## config.mk

```make
export PLATFORM = sky130hd
export DESIGN_NAME = sc_microsequencer_flat
export DESIGN_NICKNAME = d
export VERILOG_FILES = /design/src/rtl/sc_microsequencer_if.sv /design/src/rtl/sc_microsequencer.sv /design/src/flat_wrapper.sv
export SDC_FILE = /design/constraint.sdc
export NUM_CORES = 1
export LEC_CHECK = 0
export CORE_ASPECT_RATIO = 0.75
export CORE_UTILIZATION = 37
export DETAILED_ROUTE_END_ITERATION = 10
export HOLD_SLACK_MARGIN = 0.03
export MAX_ROUTING_LAYER = met4
export PLACE_DENSITY_LB_ADDON = 0.3
export SLEW_MARGIN = 20
export SYNTH_ARGS = -nofsm -noshare
export SYNTH_HDL_FRONTEND = slang
export SYNTH_SLANG_ARGS = --single-unit
export TNS_END_PERCENT = 5
```

## constraint.sdc

```tcl
create_clock -name SC_MICROSEQUENCER_CLOCK_50 -period 2.4 [get_ports SC_MICROSEQUENCER_CLOCK_50]
set_input_delay 0.6 -clock SC_MICROSEQUENCER_CLOCK_50 [delete_from_list [all_inputs] [get_ports SC_MICROSEQUENCER_CLOCK_50]]
set_output_delay 0.6 -clock SC_MICROSEQUENCER_CLOCK_50 [all_outputs]
set_load 0.01 [all_outputs]
```

## src/rtl/sc_microsequencer_if.sv

```systemverilog
// ----------------------------------------------------------------------------
// sc_microsequencer_if
// Bundles the signals between the sc_microsequencer controller and the
// uDataPath register-file/ALU datapath.
//
//   Datapath -> controller : IR fields (OP, RD, OP2, OP3, RS1, BIT13, RS2),
//                            PSR flags (V, C, N, Z) and memory read-ready.
//   Controller -> datapath : register write select, bus A/B source selects,
//                            ALU operation, instruction fetch strobe and the
//                            sticky illegal-instruction flag.
//
// Modports:
//   master : the controller side (drives selects, samples IR/flags)
//   slave  : the datapath side (drives IR/flags, samples selects)
// ----------------------------------------------------------------------------
interface sc_microsequencer_if #(
    parameter int DATAWIDTH_DECODER_SELECTION = 6,
    parameter int DATAWIDTH_MUX_SELECTION     = 6,
    parameter int DATAWIDTH_ALU_SELECTION     = 4
);
    logic [1:0] SC_MICROSEQUENCER_RegIR_OP;
    logic [4:0] SC_MICROSEQUENCER_RegIR_RD;
    logic [2:0] SC_MICROSEQUENCER_RegIR_OP2;
    logic [5:0] SC_MICROSEQUENCER_RegIR_OP3;
    logic [4:0] SC_MICROSEQUENCER_RegIR_RS1;
    logic       SC_MICROSEQUENCER_RegIR_BIT13;
    logic [4:0] SC_MICROSEQUENCER_RegIR_RS2;
    logic       SC_MICROSEQUENCER_Overflow_InHigh;
    logic       SC_MICROSEQUENCER_Carry_InHigh;
    logic       SC_MICROSEQUENCER_Negative_InHigh;
    logic       SC_MICROSEQUENCER_Zero_InHigh;
    logic       SC_MICROSEQUENCER_MemReady_InHigh;

    logic [DATAWIDTH_DECODER_SELECTION-1:0] SC_MICROSEQUENCER_DecoderSelectionWrite_Out;
    logic [DATAWIDTH_MUX_SELECTION-1:0]     SC_MICROSEQUENCER_MUXSelectionBUSA_Out;
    logic [DATAWIDTH_MUX_SELECTION-1:0]     SC_MICROSEQUENCER_MUXSelectionBUSB_Out;
    logic [DATAWIDTH_ALU_SELECTION-1:0]     SC_MICROSEQUENCER_ALUSelection_Out;
    logic                                   SC_MICROSEQUENCER_MemRead_OutHigh;
    logic                                   SC_MICROSEQUENCER_Illegal_OutHigh;

    modport master (
        input  SC_MICROSEQUENCER_RegIR_OP,
        input  SC_MICROSEQUENCER_RegIR_RD,
        input  SC_MICROSEQUENCER_RegIR_OP2,
        input  SC_MICROSEQUENCER_RegIR_OP3,
        input  SC_MICROSEQUENCER_RegIR_RS1,
        input  SC_MICROSEQUENCER_RegIR_BIT13,
        input  SC_MICROSEQUENCER_RegIR_RS2,
        input  SC_MICROSEQUENCER_Overflow_InHigh,
        input  SC_MICROSEQUENCER_Carry_InHigh,
        input  SC_MICROSEQUENCER_Negative_InHigh,
        input  SC_MICROSEQUENCER_Zero_InHigh,
        input  SC_MICROSEQUENCER_MemReady_InHigh,
        output SC_MICROSEQUENCER_DecoderSelectionWrite_Out,
        output SC_MICROSEQUENCER_MUXSelectionBUSA_Out,
        output SC_MICROSEQUENCER_MUXSelectionBUSB_Out,
        output SC_MICROSEQUENCER_ALUSelection_Out,
        output SC_MICROSEQUENCER_MemRead_OutHigh,
        output SC_MICROSEQUENCER_Illegal_OutHigh
    );

    modport slave (
        output SC_MICROSEQUENCER_RegIR_OP,
        output SC_MICROSEQUENCER_RegIR_RD,
        output SC_MICROSEQUENCER_RegIR_OP2,
        output SC_MICROSEQUENCER_RegIR_OP3,
        output SC_MICROSEQUENCER_RegIR_RS1,
        output SC_MICROSEQUENCER_RegIR_BIT13,
        output SC_MICROSEQUENCER_RegIR_RS2,
        output SC_MICROSEQUENCER_Overflow_InHigh,
        output SC_MICROSEQUENCER_Carry_InHigh,
        output SC_MICROSEQUENCER_Negative_InHigh,
        output SC_MICROSEQUENCER_Zero_InHigh,
        output SC_MICROSEQUENCER_MemReady_InHigh,
        input  SC_MICROSEQUENCER_DecoderSelectionWrite_Out,
        input  SC_MICROSEQUENCER_MUXSelectionBUSA_Out,
        input  SC_MICROSEQUENCER_MUXSelectionBUSB_Out,
        input  SC_MICROSEQUENCER_ALUSelection_Out,
        input  SC_MICROSEQUENCER_MemRead_OutHigh,
        input  SC_MICROSEQUENCER_Illegal_OutHigh
    );
endinterface

```

## src/rtl/sc_microsequencer.sv

```systemverilog
// ----------------------------------------------------------------------------
// sc_microsequencer
// Control unit sequencing the uDataPath datapath through fetch, decode and
// execute of the ARC (SPARC-subset) instruction set.
//
// Ports:
//   SC_MICROSEQUENCER_CLOCK_50     : system clock, rising edge
//   SC_MICROSEQUENCER_Reset_InLow  : synchronous active-low reset (-> IDLE)
//   SC_MICROSEQUENCER_Step_InHigh  : single-step release (optional feature)
//   seqBus (sc_microsequencer_if.master):
//     in  : IR fields OP/RD/OP2/OP3/RS1/BIT13/RS2, PSR V/C/N/Z, MemReady
//     out : write select, bus A/B selects, ALU op, MemRead, Illegal
//
// Optional feature macro: SC_MICROSEQUENCER_SINGLESTEP_EN
//   When defined, each completed instruction parks in HALT until Step=1.
//
// All outputs are Moore decodes of the state register plus IR fields; the
// only input-dependent output is the FETCH write select, which loads IR
// only in the cycle the memory reports ready.
// ----------------------------------------------------------------------------
module sc_microsequencer #(
    parameter int DATAWIDTH_DECODER_SELECTION = 6,
    parameter int DATAWIDTH_MUX_SELECTION     = 6,
    parameter int DATAWIDTH_ALU_SELECTION     = 4
) (
    input  logic                      SC_MICROSEQUENCER_CLOCK_50,
    input  logic                      SC_MICROSEQUENCER_Reset_InLow,
`ifdef SC_MICROSEQUENCER_SINGLESTEP_EN
    input  logic                      SC_MICROSEQUENCER_Step_InHigh,
`endif
    sc_microsequencer_if.master       seqBus
);

    // Register file addresses seen by the write decoder and bus muxes
    localparam logic [5:0] ADDR_R15   = 6'd15;
    localparam logic [5:0] ADDR_PC    = 6'd32;
    localparam logic [5:0] ADDR_TEMP0 = 6'd33;
    localparam logic [5:0] ADDR_TEMP1 = 6'd34;
    localparam logic [5:0] ADDR_IR    = 6'd37;
    localparam logic [5:0] ADDR_NONE  = 6'd63;

    // ALU operation codes
    localparam logic [3:0] ALU_ANDCC    = 4'd0;
    localparam logic [3:0] ALU_ORCC     = 4'd1;
    localparam logic [3:0] ALU_ORNCC    = 4'd2;
    localparam logic [3:0] ALU_ADDCC    = 4'd3;
    localparam logic [3:0] ALU_SRL      = 4'd4;
    localparam logic [3:0] ALU_ADD      = 4'd8;
    localparam logic [3:0] ALU_LSHIFT2  = 4'd9;
    localparam logic [3:0] ALU_LSHIFT10 = 4'd10;
    localparam logic [3:0] ALU_SEXT13   = 4'd12;
    localparam logic [3:0] ALU_INCPC    = 4'd14;
    localparam logic [3:0] ALU_RSHIFT5  = 4'd15;

    typedef enum logic [4:0] {
        IDLE   = 5'd0,
        FETCH  = 5'd1,
        DECODE = 5'd2,
        IMM    = 5'd3,
        ALU    = 5'd4,
        SETHI  = 5'd5,
        BEVAL  = 5'd6,
        BR1    = 5'd7,
        BR2    = 5'd8,
        BR3    = 5'd9,
        BR4    = 5'd10,
        BR5    = 5'd11,
        CALL1  = 5'd12,
        CALL2  = 5'd13,
        CALL3  = 5'd14,
        INC    = 5'd15,
        TRAP   = 5'd16,
        HALT   = 5'd17
    } seqState_t;

    seqState_t stateReg;
    seqState_t stateNext;

    // Where a finished instruction goes: straight to FETCH, or parked in HALT
    seqState_t afterInstr;
`ifdef SC_MICROSEQUENCER_SINGLESTEP_EN
    assign afterInstr = HALT;
`else
    assign afterInstr = FETCH;
`endif

    logic [5:0] decSel;
    logic [5:0] busASel;
    logic [5:0] busBSel;
    logic [3:0] aluSel;
    logic       memRead;
    logic       illegal;

    // Maps an arithmetic OP3 to {supported, ALU op}
    function automatic logic [4:0] decodeAluOp(input logic [5:0] op3);
        logic [4:0] result;
        case (op3)
            6'b010000: result = {1'b1, ALU_ADDCC};
            6'b010001: result = {1'b1, ALU_ANDCC};
            6'b010010: result = {1'b1, ALU_ORCC};
            6'b010110: result = {1'b1, ALU_ORNCC};
            6'b100110: result = {1'b1, ALU_SRL};
            default:   result = {1'b0, ALU_ANDCC};
        endcase
        return result;
    endfunction

    // Evaluates a branch condition to {supported, taken}
    function automatic logic [1:0] evalBranch(input logic [3:0] cond,
                                              input logic z, input logic c,
                                              input logic n, input logic v);
        logic [1:0] result;
        case (cond)
            4'b0001: result = {1'b1, z};
            4'b0101: result = {1'b1, c};
            4'b0110: result = {1'b1, n};
            4'b0111: result = {1'b1, v};
            4'b1000: result = {1'b1, 1'b1};
            default: result = {1'b0, 1'b0};
        endcase
        return result;
    endfunction

    logic [4:0] aluDecode;
    logic [1:0] branchEval;
    assign aluDecode  = decodeAluOp(seqBus.SC_MICROSEQUENCER_RegIR_OP3);
    assign branchEval = evalBranch(seqBus.SC_MICROSEQUENCER_RegIR_RD[3:0],
                                   seqBus.SC_MICROSEQUENCER_Zero_InHigh,
                                   seqBus.SC_MICROSEQUENCER_Carry_InHigh,
                                   seqBus.SC_MICROSEQUENCER_Negative_InHigh,
                                   seqBus.SC_MICROSEQUENCER_Overflow_InHigh);

    // State register with synchronous active-low reset
    always_ff @(posedge SC_MICROSEQUENCER_CLOCK_50) begin
        if (!SC_MICROSEQUENCER_Reset_InLow) begin
            stateReg <= IDLE;
        end else begin
            stateReg <= stateNext;
        end
    end

    // Next-state logic
    always_comb begin
        stateNext = stateReg;
        case (stateReg)
            IDLE: stateNext = FETCH;
            FETCH: begin
                if (seqBus.SC_MICROSEQUENCER_MemReady_InHigh) begin
                    stateNext = DECODE;
                end else begin
                    stateNext = FETCH;
                end
            end
            DECODE: begin
                if (seqBus.SC_MICROSEQUENCER_RegIR_OP == 2'd2 && aluDecode[4]) begin
                    if (seqBus.SC_MICROSEQUENCER_RegIR_BIT13) begin
                        stateNext = IMM;
                    end else begin
                        stateNext = ALU;
                    end
                end else if (seqBus.SC_MICROSEQUENCER_RegIR_OP == 2'd0 &&
                             seqBus.SC_MICROSEQUENCER_RegIR_OP2 == 3'b100) begin
                    stateNext = SETHI;
                end else if (seqBus.SC_MICROSEQUENCER_RegIR_OP == 2'd0 &&
                             seqBus.SC_MICROSEQUENCER_RegIR_OP2 == 3'b010) begin
                    stateNext = BEVAL;
                end else if (seqBus.SC_MICROSEQUENCER_RegIR_OP == 2'd1) begin
                    stateNext = CALL1;
                end else begin
                    stateNext = TRAP;
                end
            end
            IMM:   stateNext = ALU;
            ALU:   stateNext = INC;
            SETHI: stateNext = INC;
            BEVAL: begin
                if (!branchEval[1]) begin
                    stateNext = TRAP;
                end else if (branchEval[0]) begin
                    stateNext = BR1;
                end else begin
                    stateNext = INC;
                end
            end
            BR1:   stateNext = BR2;
            BR2:   stateNext = BR3;
            BR3:   stateNext = BR4;
            BR4:   stateNext = BR5;
            BR5:   stateNext = afterInstr;
            CALL1: stateNext = CALL2;
            CALL2: stateNext = CALL3;
            CALL3: stateNext = afterInstr;
            INC:   stateNext = afterInstr;
            TRAP:  stateNext = TRAP;
`ifdef SC_MICROSEQUENCER_SINGLESTEP_EN
            HALT: begin
                if (SC_MICROSEQUENCER_Step_InHigh) begin
                    stateNext = FETCH;
                end else begin
                    stateNext = HALT;
                end
            end
`endif
            default: stateNext = IDLE;
        endcase
    end

    // Output decode: IDLE/HALT values are the defaults
    always_comb begin
        decSel  = ADDR_NONE;
        busASel = 6'd0;
        busBSel = 6'd0;
        aluSel  = ALU_ANDCC;
        memRead = 1'b0;
        illegal = 1'b0;
        case (stateReg)
            FETCH: begin
                memRead = 1'b1;
                busASel = ADDR_PC;
                if (seqBus.SC_MICROSEQUENCER_MemReady_InHigh) begin
                    decSel = ADDR_IR;
                end else begin
                    decSel = ADDR_NONE;
                end
            end
            IMM: begin
                decSel  = ADDR_TEMP1;
                busASel = ADDR_IR;
                aluSel  = ALU_SEXT13;
            end
            ALU: begin
                decSel  = {1'b0, seqBus.SC_MICROSEQUENCER_RegIR_RD};
                busASel = {1'b0, seqBus.SC_MICROSEQUENCER_RegIR_RS1};
                aluSel  = aluDecode[3:0];
                // The immediate was sign-extended into TEMP1 by IMM
                if (seqBus.SC_MICROSEQUENCER_RegIR_BIT13) begin
                    busBSel = ADDR_TEMP1;
                end else begin
                    busBSel = {1'b0, seqBus.SC_MICROSEQUENCER_RegIR_RS2};
                end
            end
            SETHI: begin
                decSel  = {1'b0, seqBus.SC_MICROSEQUENCER_RegIR_RD};
                busASel = ADDR_IR;
                aluSel  = ALU_LSHIFT10;
            end
            // disp22 is isolated by shifting left 10 then arithmetic right 10,
            // then scaled by 4 before being added to PC
            BR1: begin
                decSel  = ADDR_TEMP0;
                busASel = ADDR_IR;
                aluSel  = ALU_LSHIFT10;
            end
            BR2, BR3: begin
                decSel  = ADDR_TEMP0;
                busASel = ADDR_TEMP0;
                aluSel  = ALU_RSHIFT5;
            end
            BR4: begin
                decSel  = ADDR_TEMP0;
                busASel = ADDR_TEMP0;
                aluSel  = ALU_LSHIFT2;
            end
            BR5, CALL3: begin
                decSel  = ADDR_PC;
                busASel = ADDR_PC;
                busBSel = ADDR_TEMP0;
                aluSel  = ALU_ADD;
            end
            // Return address is PC + r0, i.e. a plain copy of PC
            CALL1: begin
                decSel  = ADDR_R15;
                busASel = ADDR_PC;
                busBSel = 6'd0;
                aluSel  = ALU_ADD;
            end
            CALL2: begin
                decSel  = ADDR_TEMP0;
                busASel = ADDR_IR;
                aluSel  = ALU_LSHIFT2;
            end
            INC: begin
                decSel  = ADDR_PC;
                busASel = ADDR_PC;
                aluSel  = ALU_INCPC;
            end
            TRAP: begin
                illegal = 1'b1;
            end
            default: begin
                decSel = ADDR_NONE;
            end
        endcase
    end

    assign seqBus.SC_MICROSEQUENCER_DecoderSelectionWrite_Out = decSel;
    assign seqBus.SC_MICROSEQUENCER_MUXSelectionBUSA_Out      = busASel;
    assign seqBus.SC_MICROSEQUENCER_MUXSelectionBUSB_Out      = busBSel;
    assign seqBus.SC_MICROSEQUENCER_ALUSelection_Out          = aluSel;
    assign seqBus.SC_MICROSEQUENCER_MemRead_OutHigh           = memRead;
    assign seqBus.SC_MICROSEQUENCER_Illegal_OutHigh           = illegal;

endmodule

```

## src/flat_wrapper.sv

```systemverilog
// flat-port wrapper written by rule: the top's interface ports become plain ports
module sc_microsequencer_flat 
#(
    parameter int DATAWIDTH_DECODER_SELECTION = 6,
    parameter int DATAWIDTH_MUX_SELECTION     = 6,
    parameter int DATAWIDTH_ALU_SELECTION     = 4
)
  (SC_MICROSEQUENCER_CLOCK_50, SC_MICROSEQUENCER_Reset_InLow, seqBus_SC_MICROSEQUENCER_RegIR_OP, seqBus_SC_MICROSEQUENCER_RegIR_RD, seqBus_SC_MICROSEQUENCER_RegIR_OP2, seqBus_SC_MICROSEQUENCER_RegIR_OP3, seqBus_SC_MICROSEQUENCER_RegIR_RS1, seqBus_SC_MICROSEQUENCER_RegIR_BIT13, seqBus_SC_MICROSEQUENCER_RegIR_RS2, seqBus_SC_MICROSEQUENCER_Overflow_InHigh, seqBus_SC_MICROSEQUENCER_Carry_InHigh, seqBus_SC_MICROSEQUENCER_Negative_InHigh, seqBus_SC_MICROSEQUENCER_Zero_InHigh, seqBus_SC_MICROSEQUENCER_MemReady_InHigh, seqBus_SC_MICROSEQUENCER_DecoderSelectionWrite_Out, seqBus_SC_MICROSEQUENCER_MUXSelectionBUSA_Out, seqBus_SC_MICROSEQUENCER_MUXSelectionBUSB_Out, seqBus_SC_MICROSEQUENCER_ALUSelection_Out, seqBus_SC_MICROSEQUENCER_MemRead_OutHigh, seqBus_SC_MICROSEQUENCER_Illegal_OutHigh);
  sc_microsequencer_if #(.DATAWIDTH_DECODER_SELECTION(DATAWIDTH_DECODER_SELECTION), .DATAWIDTH_MUX_SELECTION(DATAWIDTH_MUX_SELECTION), .DATAWIDTH_ALU_SELECTION(DATAWIDTH_ALU_SELECTION)) seqBus_i ();
  input  logic SC_MICROSEQUENCER_CLOCK_50;
  input  logic SC_MICROSEQUENCER_Reset_InLow;
  input wire logic [$bits(seqBus_i.SC_MICROSEQUENCER_RegIR_OP)-1:0] seqBus_SC_MICROSEQUENCER_RegIR_OP;
  input wire logic [$bits(seqBus_i.SC_MICROSEQUENCER_RegIR_RD)-1:0] seqBus_SC_MICROSEQUENCER_RegIR_RD;
  input wire logic [$bits(seqBus_i.SC_MICROSEQUENCER_RegIR_OP2)-1:0] seqBus_SC_MICROSEQUENCER_RegIR_OP2;
  input wire logic [$bits(seqBus_i.SC_MICROSEQUENCER_RegIR_OP3)-1:0] seqBus_SC_MICROSEQUENCER_RegIR_OP3;
  input wire logic [$bits(seqBus_i.SC_MICROSEQUENCER_RegIR_RS1)-1:0] seqBus_SC_MICROSEQUENCER_RegIR_RS1;
  input wire logic [$bits(seqBus_i.SC_MICROSEQUENCER_RegIR_BIT13)-1:0] seqBus_SC_MICROSEQUENCER_RegIR_BIT13;
  input wire logic [$bits(seqBus_i.SC_MICROSEQUENCER_RegIR_RS2)-1:0] seqBus_SC_MICROSEQUENCER_RegIR_RS2;
  input wire logic [$bits(seqBus_i.SC_MICROSEQUENCER_Overflow_InHigh)-1:0] seqBus_SC_MICROSEQUENCER_Overflow_InHigh;
  input wire logic [$bits(seqBus_i.SC_MICROSEQUENCER_Carry_InHigh)-1:0] seqBus_SC_MICROSEQUENCER_Carry_InHigh;
  input wire logic [$bits(seqBus_i.SC_MICROSEQUENCER_Negative_InHigh)-1:0] seqBus_SC_MICROSEQUENCER_Negative_InHigh;
  input wire logic [$bits(seqBus_i.SC_MICROSEQUENCER_Zero_InHigh)-1:0] seqBus_SC_MICROSEQUENCER_Zero_InHigh;
  input wire logic [$bits(seqBus_i.SC_MICROSEQUENCER_MemReady_InHigh)-1:0] seqBus_SC_MICROSEQUENCER_MemReady_InHigh;
  output wire logic [$bits(seqBus_i.SC_MICROSEQUENCER_DecoderSelectionWrite_Out)-1:0] seqBus_SC_MICROSEQUENCER_DecoderSelectionWrite_Out;
  output wire logic [$bits(seqBus_i.SC_MICROSEQUENCER_MUXSelectionBUSA_Out)-1:0] seqBus_SC_MICROSEQUENCER_MUXSelectionBUSA_Out;
  output wire logic [$bits(seqBus_i.SC_MICROSEQUENCER_MUXSelectionBUSB_Out)-1:0] seqBus_SC_MICROSEQUENCER_MUXSelectionBUSB_Out;
  output wire logic [$bits(seqBus_i.SC_MICROSEQUENCER_ALUSelection_Out)-1:0] seqBus_SC_MICROSEQUENCER_ALUSelection_Out;
  output wire logic [$bits(seqBus_i.SC_MICROSEQUENCER_MemRead_OutHigh)-1:0] seqBus_SC_MICROSEQUENCER_MemRead_OutHigh;
  output wire logic [$bits(seqBus_i.SC_MICROSEQUENCER_Illegal_OutHigh)-1:0] seqBus_SC_MICROSEQUENCER_Illegal_OutHigh;
  assign seqBus_i.SC_MICROSEQUENCER_RegIR_OP = seqBus_SC_MICROSEQUENCER_RegIR_OP;
  assign seqBus_i.SC_MICROSEQUENCER_RegIR_RD = seqBus_SC_MICROSEQUENCER_RegIR_RD;
  assign seqBus_i.SC_MICROSEQUENCER_RegIR_OP2 = seqBus_SC_MICROSEQUENCER_RegIR_OP2;
  assign seqBus_i.SC_MICROSEQUENCER_RegIR_OP3 = seqBus_SC_MICROSEQUENCER_RegIR_OP3;
  assign seqBus_i.SC_MICROSEQUENCER_RegIR_RS1 = seqBus_SC_MICROSEQUENCER_RegIR_RS1;
  assign seqBus_i.SC_MICROSEQUENCER_RegIR_BIT13 = seqBus_SC_MICROSEQUENCER_RegIR_BIT13;
  assign seqBus_i.SC_MICROSEQUENCER_RegIR_RS2 = seqBus_SC_MICROSEQUENCER_RegIR_RS2;
  assign seqBus_i.SC_MICROSEQUENCER_Overflow_InHigh = seqBus_SC_MICROSEQUENCER_Overflow_InHigh;
  assign seqBus_i.SC_MICROSEQUENCER_Carry_InHigh = seqBus_SC_MICROSEQUENCER_Carry_InHigh;
  assign seqBus_i.SC_MICROSEQUENCER_Negative_InHigh = seqBus_SC_MICROSEQUENCER_Negative_InHigh;
  assign seqBus_i.SC_MICROSEQUENCER_Zero_InHigh = seqBus_SC_MICROSEQUENCER_Zero_InHigh;
  assign seqBus_i.SC_MICROSEQUENCER_MemReady_InHigh = seqBus_SC_MICROSEQUENCER_MemReady_InHigh;
  assign seqBus_SC_MICROSEQUENCER_DecoderSelectionWrite_Out = seqBus_i.SC_MICROSEQUENCER_DecoderSelectionWrite_Out;
  assign seqBus_SC_MICROSEQUENCER_MUXSelectionBUSA_Out = seqBus_i.SC_MICROSEQUENCER_MUXSelectionBUSA_Out;
  assign seqBus_SC_MICROSEQUENCER_MUXSelectionBUSB_Out = seqBus_i.SC_MICROSEQUENCER_MUXSelectionBUSB_Out;
  assign seqBus_SC_MICROSEQUENCER_ALUSelection_Out = seqBus_i.SC_MICROSEQUENCER_ALUSelection_Out;
  assign seqBus_SC_MICROSEQUENCER_MemRead_OutHigh = seqBus_i.SC_MICROSEQUENCER_MemRead_OutHigh;
  assign seqBus_SC_MICROSEQUENCER_Illegal_OutHigh = seqBus_i.SC_MICROSEQUENCER_Illegal_OutHigh;
  sc_microsequencer #(.DATAWIDTH_DECODER_SELECTION(DATAWIDTH_DECODER_SELECTION), .DATAWIDTH_MUX_SELECTION(DATAWIDTH_MUX_SELECTION), .DATAWIDTH_ALU_SELECTION(DATAWIDTH_ALU_SELECTION)) u_core (.SC_MICROSEQUENCER_CLOCK_50(SC_MICROSEQUENCER_CLOCK_50), .SC_MICROSEQUENCER_Reset_InLow(SC_MICROSEQUENCER_Reset_InLow), .seqBus(seqBus_i));
endmodule
```

==> impl_metrics.py <==
metrics = {
    "drt": {
        "final_antenna_net_count": 0,
        "drc_errors": 0,
        "drt_wl_total_um": 4270,
        "routed_via_density": 5.82,
        "route.detailed.wl_per_inst_um": 15.6,
        "detail_route.iter0.violations": 125,
        "via_count": 1596,
        "drt-pass1-iter-count": 4,
    },
    "worst_setup_path": {
        "number_of_buffer_and_inverter_instances_along_the_worst_setup_path": 2,
        "critPathArrivalTime_ns": 1.84,
        "cell_with_the_largest_stage_delay_on_the_worst_path": "sky130_fd_sc_hd__clkdlybuf4s50_1",
        "timing.critical_path.cells": "buf_4, nor2_1, nand2_1, a21oi_2, a21o_1, clkdlybuf4s50_1",
        "critPathRequiredTime_ns": 1.80,
        "timing.critical_path.from_type": "register",
        "worst_path_largest_cell_delay_ns": 0.53,
        "maximum_fanout_along_the_worst_path": 11,
        "worst-setup-path-type": "register to output pin",
        "crit_family": "buffers and inverters",
        "cp-end-kind": "output pin",
    },
    "cells_and_area": {
        "diodes": 0,
        "largest_register_ff_count": 5,
        "most_common_cell_after_layout_fill_and_taps_aside": "sky130_fd_sc_hd__buf_4",
        "final_cell_mix": "36 x sky130_fd_sc_hd__buf_4, 33 x sky130_fd_sc_hd__clkdlybuf4s50_1, 15 x sky130_fd_sc_hd__nand2_1, 15 x sky130_fd_sc_hd__a21oi_1, 13 x sky130_fd_sc_hd__o21ai_0",
        "top_register": "u_core.stateReg",
        "layoutNonFillerInstCount": 274,
        "layout_top_registers": "u_core.stateReg x5",
        "drive_gt1_frac": 0.296,
        "finalInstanceArea_um2": 1950,
        "number_of_nets_in_the_finished_design": 275,
        "area_delta_synth_final_pct": 104,
    },
    "global_routing": {
        "pin_count_of_the_biggest_net_entering_global_routing": 15,
        "initial_antenna_violation_count": 0,
        "gr-total-overflow": 0,
        "grt_util_all_layers": 0.316,
        "grt_pass1_vias": 1443,
        "first_pass_grt_wire_length_um": 6340,
    },
    "synth": {
        "netlist_area_um2": 952,
        "syn_nets": 186,
        "post_synth.cell_area_avg_um2": 6.26,
        "synth.ff_latch_count": 5,
        "synth-warning-count": 0,
        "synthCells": 152,
        "synth_seq_area_share": 0.105,
        "yosys.cell_types.count": 43,
    },
    "floorplan": {
        "num_rows": 15,
        "fp.dieH_um": 45.9,
        "ios": 58,
        "die-area_um2": 2780,
        "die-width_um": 60.6,
        "starting_density_of_the_core": 0.403,
        "placeableCoreArea_um2": 2360,
    },
    "pwr": {
        "netSwitchingPower_mw": 0.815,
        "power.share.combinational": 0.825,
        "worst_ir_drop_vdd_mv": 0.687,
        "fraction_of_power_consumed_by_sequential_logic": 0.120,
        "p_clk_frac": 0.055,
        "post-layout-total-power_mw": 1.71,
        "cellLeakagePower_nw": 0.927,
        "power.switching_fraction": 0.476,
        "p_per_area_nw_per_um2": 880,
        "power.internal_mw": 0.897,
    },
    "run": {
        "maxCapViolCount": 0,
    },
    "place": {
        "dpl.hpwl_um": 3270,
        "routability_congestion_estimate_from_global_placement": 0.905,
        "dp_worst_setup_slack_ns": -0.617,
        "placed_insts": 269,
        "io_buffer_count": 57,
        "postPlaceCellArea_um2": 1800,
    },
    "outcome": {
        "violations": "negative setup slack",
        "status": "complete, but fails checks",
    },
    "sta": {
        "report.final.slew_viol_count": 0,
        "worst_slack_ns": -0.0382,
        "max-slew-margin-rel": 0.612,
        "period_minus_slack_ns": 2.44,
        "timing.fmax_mhz": 410,
        "finalSetupViolCount": 3,
        "finalClockSkew_ns": 0.000252,
        "totalNegativeSetupSlack_ns": -0.0830,
        "tightestPinTransition_ns": 0.576,
        "final_min_period_over_clock_period": 1.02,
        "timing.final.hold_violations": 0,
        "rsz_0062_raised_after_global_routing": "true",
    },
    "clock_network": {
        "worst_skew_pair.late_latency_ns": 0.23,
        "cts_tree": "built",
        "post_cts_hold_buffer_count": 0,
        "cts.clk_slew.worst_paths_ns": 0.04,
        "cts.path.max_buffers": 2,
        "cts_buf_count": 3,
        "cts_root_buf": "sky130_fd_sc_hd__clkbuf_4",
        "clock_sink_count": 5,
        "deepest_level_of_the_cts_h_tree": 1,
    },
    "hold_path": {
        "timing.hold.worst.class": "register to register",
    },
}
==> synth_stat cells <==
cell type,instances,area (µm²)
sky130_fd_sc_hd__a2111o_1,1,11.3
sky130_fd_sc_hd__a211o_1,1,8.76
sky130_fd_sc_hd__a211oi_1,3,22.5
sky130_fd_sc_hd__a21o_1,3,22.5
sky130_fd_sc_hd__a21oi_1,17,85.1
sky130_fd_sc_hd__a22oi_1,1,7.51
sky130_fd_sc_hd__a31o_2,1,8.76
sky130_fd_sc_hd__a31oi_1,3,18.8
sky130_fd_sc_hd__a41o_1,1,10.0
sky130_fd_sc_hd__and2_1,7,43.8
sky130_fd_sc_hd__and3b_2,1,10.0
sky130_fd_sc_hd__and4bb_2,1,12.5
sky130_fd_sc_hd__buf_1,1,3.75
sky130_fd_sc_hd__buf_2,1,5.00
sky130_fd_sc_hd__clkbuf_1,9,33.8
sky130_fd_sc_hd__clkinv_1,2,7.51
sky130_fd_sc_hd__dfxtp_1,5,100
sky130_fd_sc_hd__inv_1,6,22.5
sky130_fd_sc_hd__mux2_2,1,11.3
sky130_fd_sc_hd__mux2i_1,1,10.0
sky130_fd_sc_hd__nand2_1,17,63.8
sky130_fd_sc_hd__nand2b_1,3,18.8
sky130_fd_sc_hd__nand3_1,2,10.0
sky130_fd_sc_hd__nand4_1,2,12.5
sky130_fd_sc_hd__nand4bb_1,1,11.3
sky130_fd_sc_hd__nor2_1,11,41.3
sky130_fd_sc_hd__nor2b_1,5,31.3
sky130_fd_sc_hd__nor3_1,3,15.0
sky130_fd_sc_hd__nor3b_1,1,7.51
sky130_fd_sc_hd__nor4_1,7,43.8
sky130_fd_sc_hd__nor4_2,1,12.5
sky130_fd_sc_hd__nor4b_2,1,15.0
sky130_fd_sc_hd__o2111ai_1,1,8.76
sky130_fd_sc_hd__o211ai_1,4,30.0
sky130_fd_sc_hd__o21a_1,3,22.5
sky130_fd_sc_hd__o21ai_0,14,70.1
sky130_fd_sc_hd__o221ai_1,2,17.5
sky130_fd_sc_hd__o22ai_1,2,12.5
sky130_fd_sc_hd__o31a_1,1,8.76
sky130_fd_sc_hd__o31ai_1,1,7.51
sky130_fd_sc_hd__o41ai_1,1,8.76
sky130_fd_sc_hd__or4b_1,1,10.0
sky130_fd_sc_hd__xor2_1,2,17.5
==> final timing paths <==
kind,from,endpoint,slack (ns),cells after the start
worst min register to register,u_core.stateReg[0]$_SDFF_PN0_,u_core.stateReg[0]$_SDFF_PN0_,0.72,3
worst max register to register,u_core.stateReg[4]$_SDFF_PN0_,u_core.stateReg[2]$_SDFF_PN0_,0.57,5
worst min-delay path,u_core.stateReg[0]$_SDFF_PN0_,u_core.stateReg[0]$_SDFF_PN0_,0.72,3
worst max-delay path,u_core.stateReg[4]$_SDFF_PN0_,seqBus_SC_MICROSEQUENCER_MUXSelectionBUSB_Out[5],-0.04,6
==> routing by layer <==
metal	up-vias	share of wire	global-route usage
li1	744	-	-
met1	740	0.42	0.405
met2	100	0.48	0.486
met3	12	0.082	0.0511
met4	0	0.018	0.150
met5	-	0	-
==> area by class of cell <==
class                      instances  area, µm²
timing repair buffer              95        876
multi-input combinational        128        863
fill                             162        419
sequential                         5        108
tap                               34       42.5
inverter                           8       30.0
clock buffer                       4       26.3
==> power by group through the flow <==
stage / combinational (mW) / clock (mW) / sequential (mW)
6_report: 1.41 / 0.0935 / 0.206
5_1_grt: 1.51 / 0.109 / 0.209
4_1_cts: 1.33 / 0.0982 / 0.184
3_5_place_dp: 1.36 / 0 / 0.176
3_3_place_gp: 1.33 / 0 / 0.175
2_1_floorplan: 0.679 / 0 / 0.130
==> through the flow <==
step | hold slack [ns] | util
6_report | 0.722 | 0.823
4_1_cts | 0.748 | 0.780
3_5_place_dp | 0.793 | 0.761
5_1_grt | 0.756 | 0.823
2_1_floorplan | 0.618 | -
3_3_place_gp | 0.787 | 0.761
==> cells by family (layout without fill, tap and decap cells) <==
| group | after synthesis | count (layout) | synth area share |
|---|---|---|---|
| AND/OR/NAND/NOR | 64 | 64 | 0.377 |
| buffers and inverters | 19 | 107 | 0.0762 |
| multiplexers | 2 | 2 | 0.0223 |
| AO/OA/AOI/OAI | 60 | 60 | 0.401 |
| flip-flops | 5 | 5 | 0.105 |
| XOR/XNOR | 2 | 2 | 0.0184 |
==> tightest hold or removal path: cells and delay by family, from the launching register on <==
kind / cells / cell delay [ns]
AND/OR/NAND/NOR: 1 / 0.07
AO/OA/AOI/OAI: 2 / 0.18
flip-flops: 1 / 0.42
==> what timing repair did <==
item	in CTS	in global routing
setup endpoints to repair	23	21
setup buffers	0	1
gates resized for setup	31	32
pin swaps	1	4
(Power assumes the default switching activity.)
==> variant: new RTL, same flow settings <==
Reset style: asynchronous (`SC_MICROSEQUENCER_Reset_InLow`), changed in one clocked block. Comments in the files are not updated.
--- a/src/rtl/sc_microsequencer.sv
+++ b/src/rtl/sc_microsequencer.sv
@@ -133,3 +133,3 @@
     // State register with synchronous active-low reset
-    always_ff @(posedge SC_MICROSEQUENCER_CLOCK_50) begin
+    always_ff @(posedge SC_MICROSEQUENCER_CLOCK_50 or negedge SC_MICROSEQUENCER_Reset_InLow) begin
         if (!SC_MICROSEQUENCER_Reset_InLow) begin
Check against the original RTL: differs if SC_MICROSEQUENCER_Reset_InLow is asserted again (counterexample within 4 cycles, from zero or initial values and one cycle with SC_MICROSEQUENCER_Reset_InLow low); with SC_MICROSEQUENCER_Reset_InLow held inactive, the same outputs for 10 cycles.
==> variant against the original RTL <==
- the run still ends with negative setup slack left
- clock power grew 10%
- combinational power grew 12%
- synthesized area is 0.39% higher
- sequential cell count did not move
- worst setup slack lost 0.15 ns
- final area decreased by 5.6%
- total power is 7.4% higher
- critical path depth rose by 1
- die area grew 0.39%
- sequential share of layout area increased by 1.3 points
- routed wire length is 6.1% lower
- largest power group unchanged
- highest routed layer unchanged
==> variant: results (changes against the original RTL) <==
status: "finished with violations"  # unchanged
violated_checks: "negative setup slack"  # unchanged
most_instantiated_cells_after_synthesis: "sky130_fd_sc_hd__nor2_1, sky130_fd_sc_hd__a21oi_1, sky130_fd_sc_hd__nand2_1"  # was sky130_fd_sc_hd__a21oi_1, sky130_fd_sc_hd__nand2_1, sky130_fd_sc_hd__o21ai_0
crit_path_start: "u_core.stateReg[3]"  # was u_core.stateReg[4]
grt_first_pass_wirelength_um: 6320  # was 6341 um
async_flop_share_pct: 100.0  # was 0%
largest_net_degree_at_the_start_of_global_routing: 20  # was 15
total_switching_power_mw: 0.8683  # was 0.8154 mW
hpwl_um: 3166  # was 3267 um
overall_global_routing_resource_usage_pct: 31.36  # was 31.63%
timing.reg2reg.worst_path_depth: 7  # was 5
clock_skew_ns: 0.001247  # was 0.0002517 ns
vdd_ir_drop_max_v: 0.0004507  # was 0.0006868 V
ys_seq_area_share_pct: 13.09  # was 10.51%
place.gp.congestion: 0.8841  # was 0.9046
post-route-worst-setup-slack_ns: -0.1888  # was -0.03824 ns
grt_pass1_vias: 1477  # was 1,443
post_route_cells_drive_above_1_share_pct: 26.18  # was 29.58%
p_per_area_nw_per_um2: 1001  # was 880.2 nW/um2
clock_latency_ns: 0.25  # was 0.23 ns
synthesis.nets: 179  # was 186
setup_total_negative_slack_ns: -0.2664  # was -0.08304 ns
critical_path.reg2reg.endpoint: "u_core.stateReg[3]"  # was u_core.stateReg[2]
postPlaceCellArea_um2: 1803  # was 1800 um2
post_synth_num_cell_types: 44  # was 43
timing.final.setup_violations: 3  # unchanged
fillers: 185  # was 162
routed_wl_um: 4012  # was 4271 um
ys_dominant_reg_cell: "sky130_fd_sc_hd__dfrtp_1"  # was sky130_fd_sc_hd__dfxtp_1
rr_startpoint: "u_core.stateReg[2]"  # was u_core.stateReg[4]
grt.met2_usage_pct: 55.60  # was 48.57%
[variant: cell types whose count changed after synthesis, moves of 6 or more]
cell	unedited run	this run
sky130_fd_sc_hd__o21ai_0	14	7
sky130_fd_sc_hd__nor2_1	11	19
sky130_fd_sc_hd__nor4_1	7	0
sky130_fd_sc_hd__nand2_1	17	8
sky130_fd_sc_hd__a21oi_1	17	9
sky130_fd_sc_hd__clkbuf_1	9	3
[variant: through the flow]
step / hold slack [ns] / util, %
floorplan: 0.3044 / -
global placement: 0.7283 / 76.24
detailed placement: 0.7422 / 76.24
CTS: 0.5726 / 77.67
global route: 0.5771 / 77.67
finish: 0.5723 / 77.67
[variant: logic make-up (layout without fill, tap and decap cells)]
logic type | count (synthesis) | in the layout | synth area share [%]
buffers and inverters | 17 | 105 | 7.330
DFF | 5 | 5 | 13.09
and+or+nand+nor | 71 | 71 | 40.97
muxes | 2 | 2 | 2.094
xor gates and xnor gates | 3 | 3 | 2.749
AOI/OAI and AO/OA | 47 | 47 | 33.77
[variant: repair_timing]
action / CTS / global route
hold buffers: 0 / 0
endpoints found under the setup margin: 19 / 14
pin swaps: 4 / 1
gates resized for setup: 43 / 16
cloned: 0 / 0
[variant: how the worst max path moves through the flow]
stage / endpoint / slack [ns] / depth (start not counted)
floorplan: seqBus_SC_MICROSEQUENCER_ALUSelection_Out[2] / 0.28 / 5
global placement: seqBus_SC_MICROSEQUENCER_ALUSelection_Out[0] / -0.59 / 5
detailed placement: seqBus_SC_MICROSEQUENCER_ALUSelection_Out[0] / -0.62 / 5
CTS: seqBus_SC_MICROSEQUENCER_MUXSelectionBUSB_Out[2] / -0.21 / 6
global route: seqBus_SC_MICROSEQUENCER_MUXSelectionBUSA_Out[2] / -0.25 / 7
finish: seqBus_SC_MICROSEQUENCER_MUXSelectionBUSA_Out[2] / -0.19 / 7
[variant: cell type report]
| type | instances | share of cell area [%] |
|---|---|---|
| Sequential cell | 5 | 6.812 |
| Inverter | 7 | 1.431 |
| Multi-Input combinational cell | 123 | 43.60 |
| Clock buffer | 4 | 1.431 |
| Tap cell | 34 | 2.316 |
| Timing Repair Buffer | 94 | 44.41 |
[variant: per-layer routing]
layer | routed length, um | vias to the layer above
met5 | 0 | -
met4 | 26 | 0
met3 | 199 | 4
met2 | 2043 | 57
met1 | 1742 | 705
li1 | - | 720
[variant: critical path, stage by stage (launching register included)]
cell and delay, ns:
sky130_fd_sc_hd__dfrtp_1 0.42, sky130_fd_sc_hd__buf_8 0.20, sky130_fd_sc_hd__inv_1 0.09, sky130_fd_sc_hd__buf_4 0.16, sky130_fd_sc_hd__a21o_1 0.16, sky130_fd_sc_hd__a32oi_1 0.17, sky130_fd_sc_hd__nor2_1 0.06, sky130_fd_sc_hd__clkdlybuf4s50_1 0.48
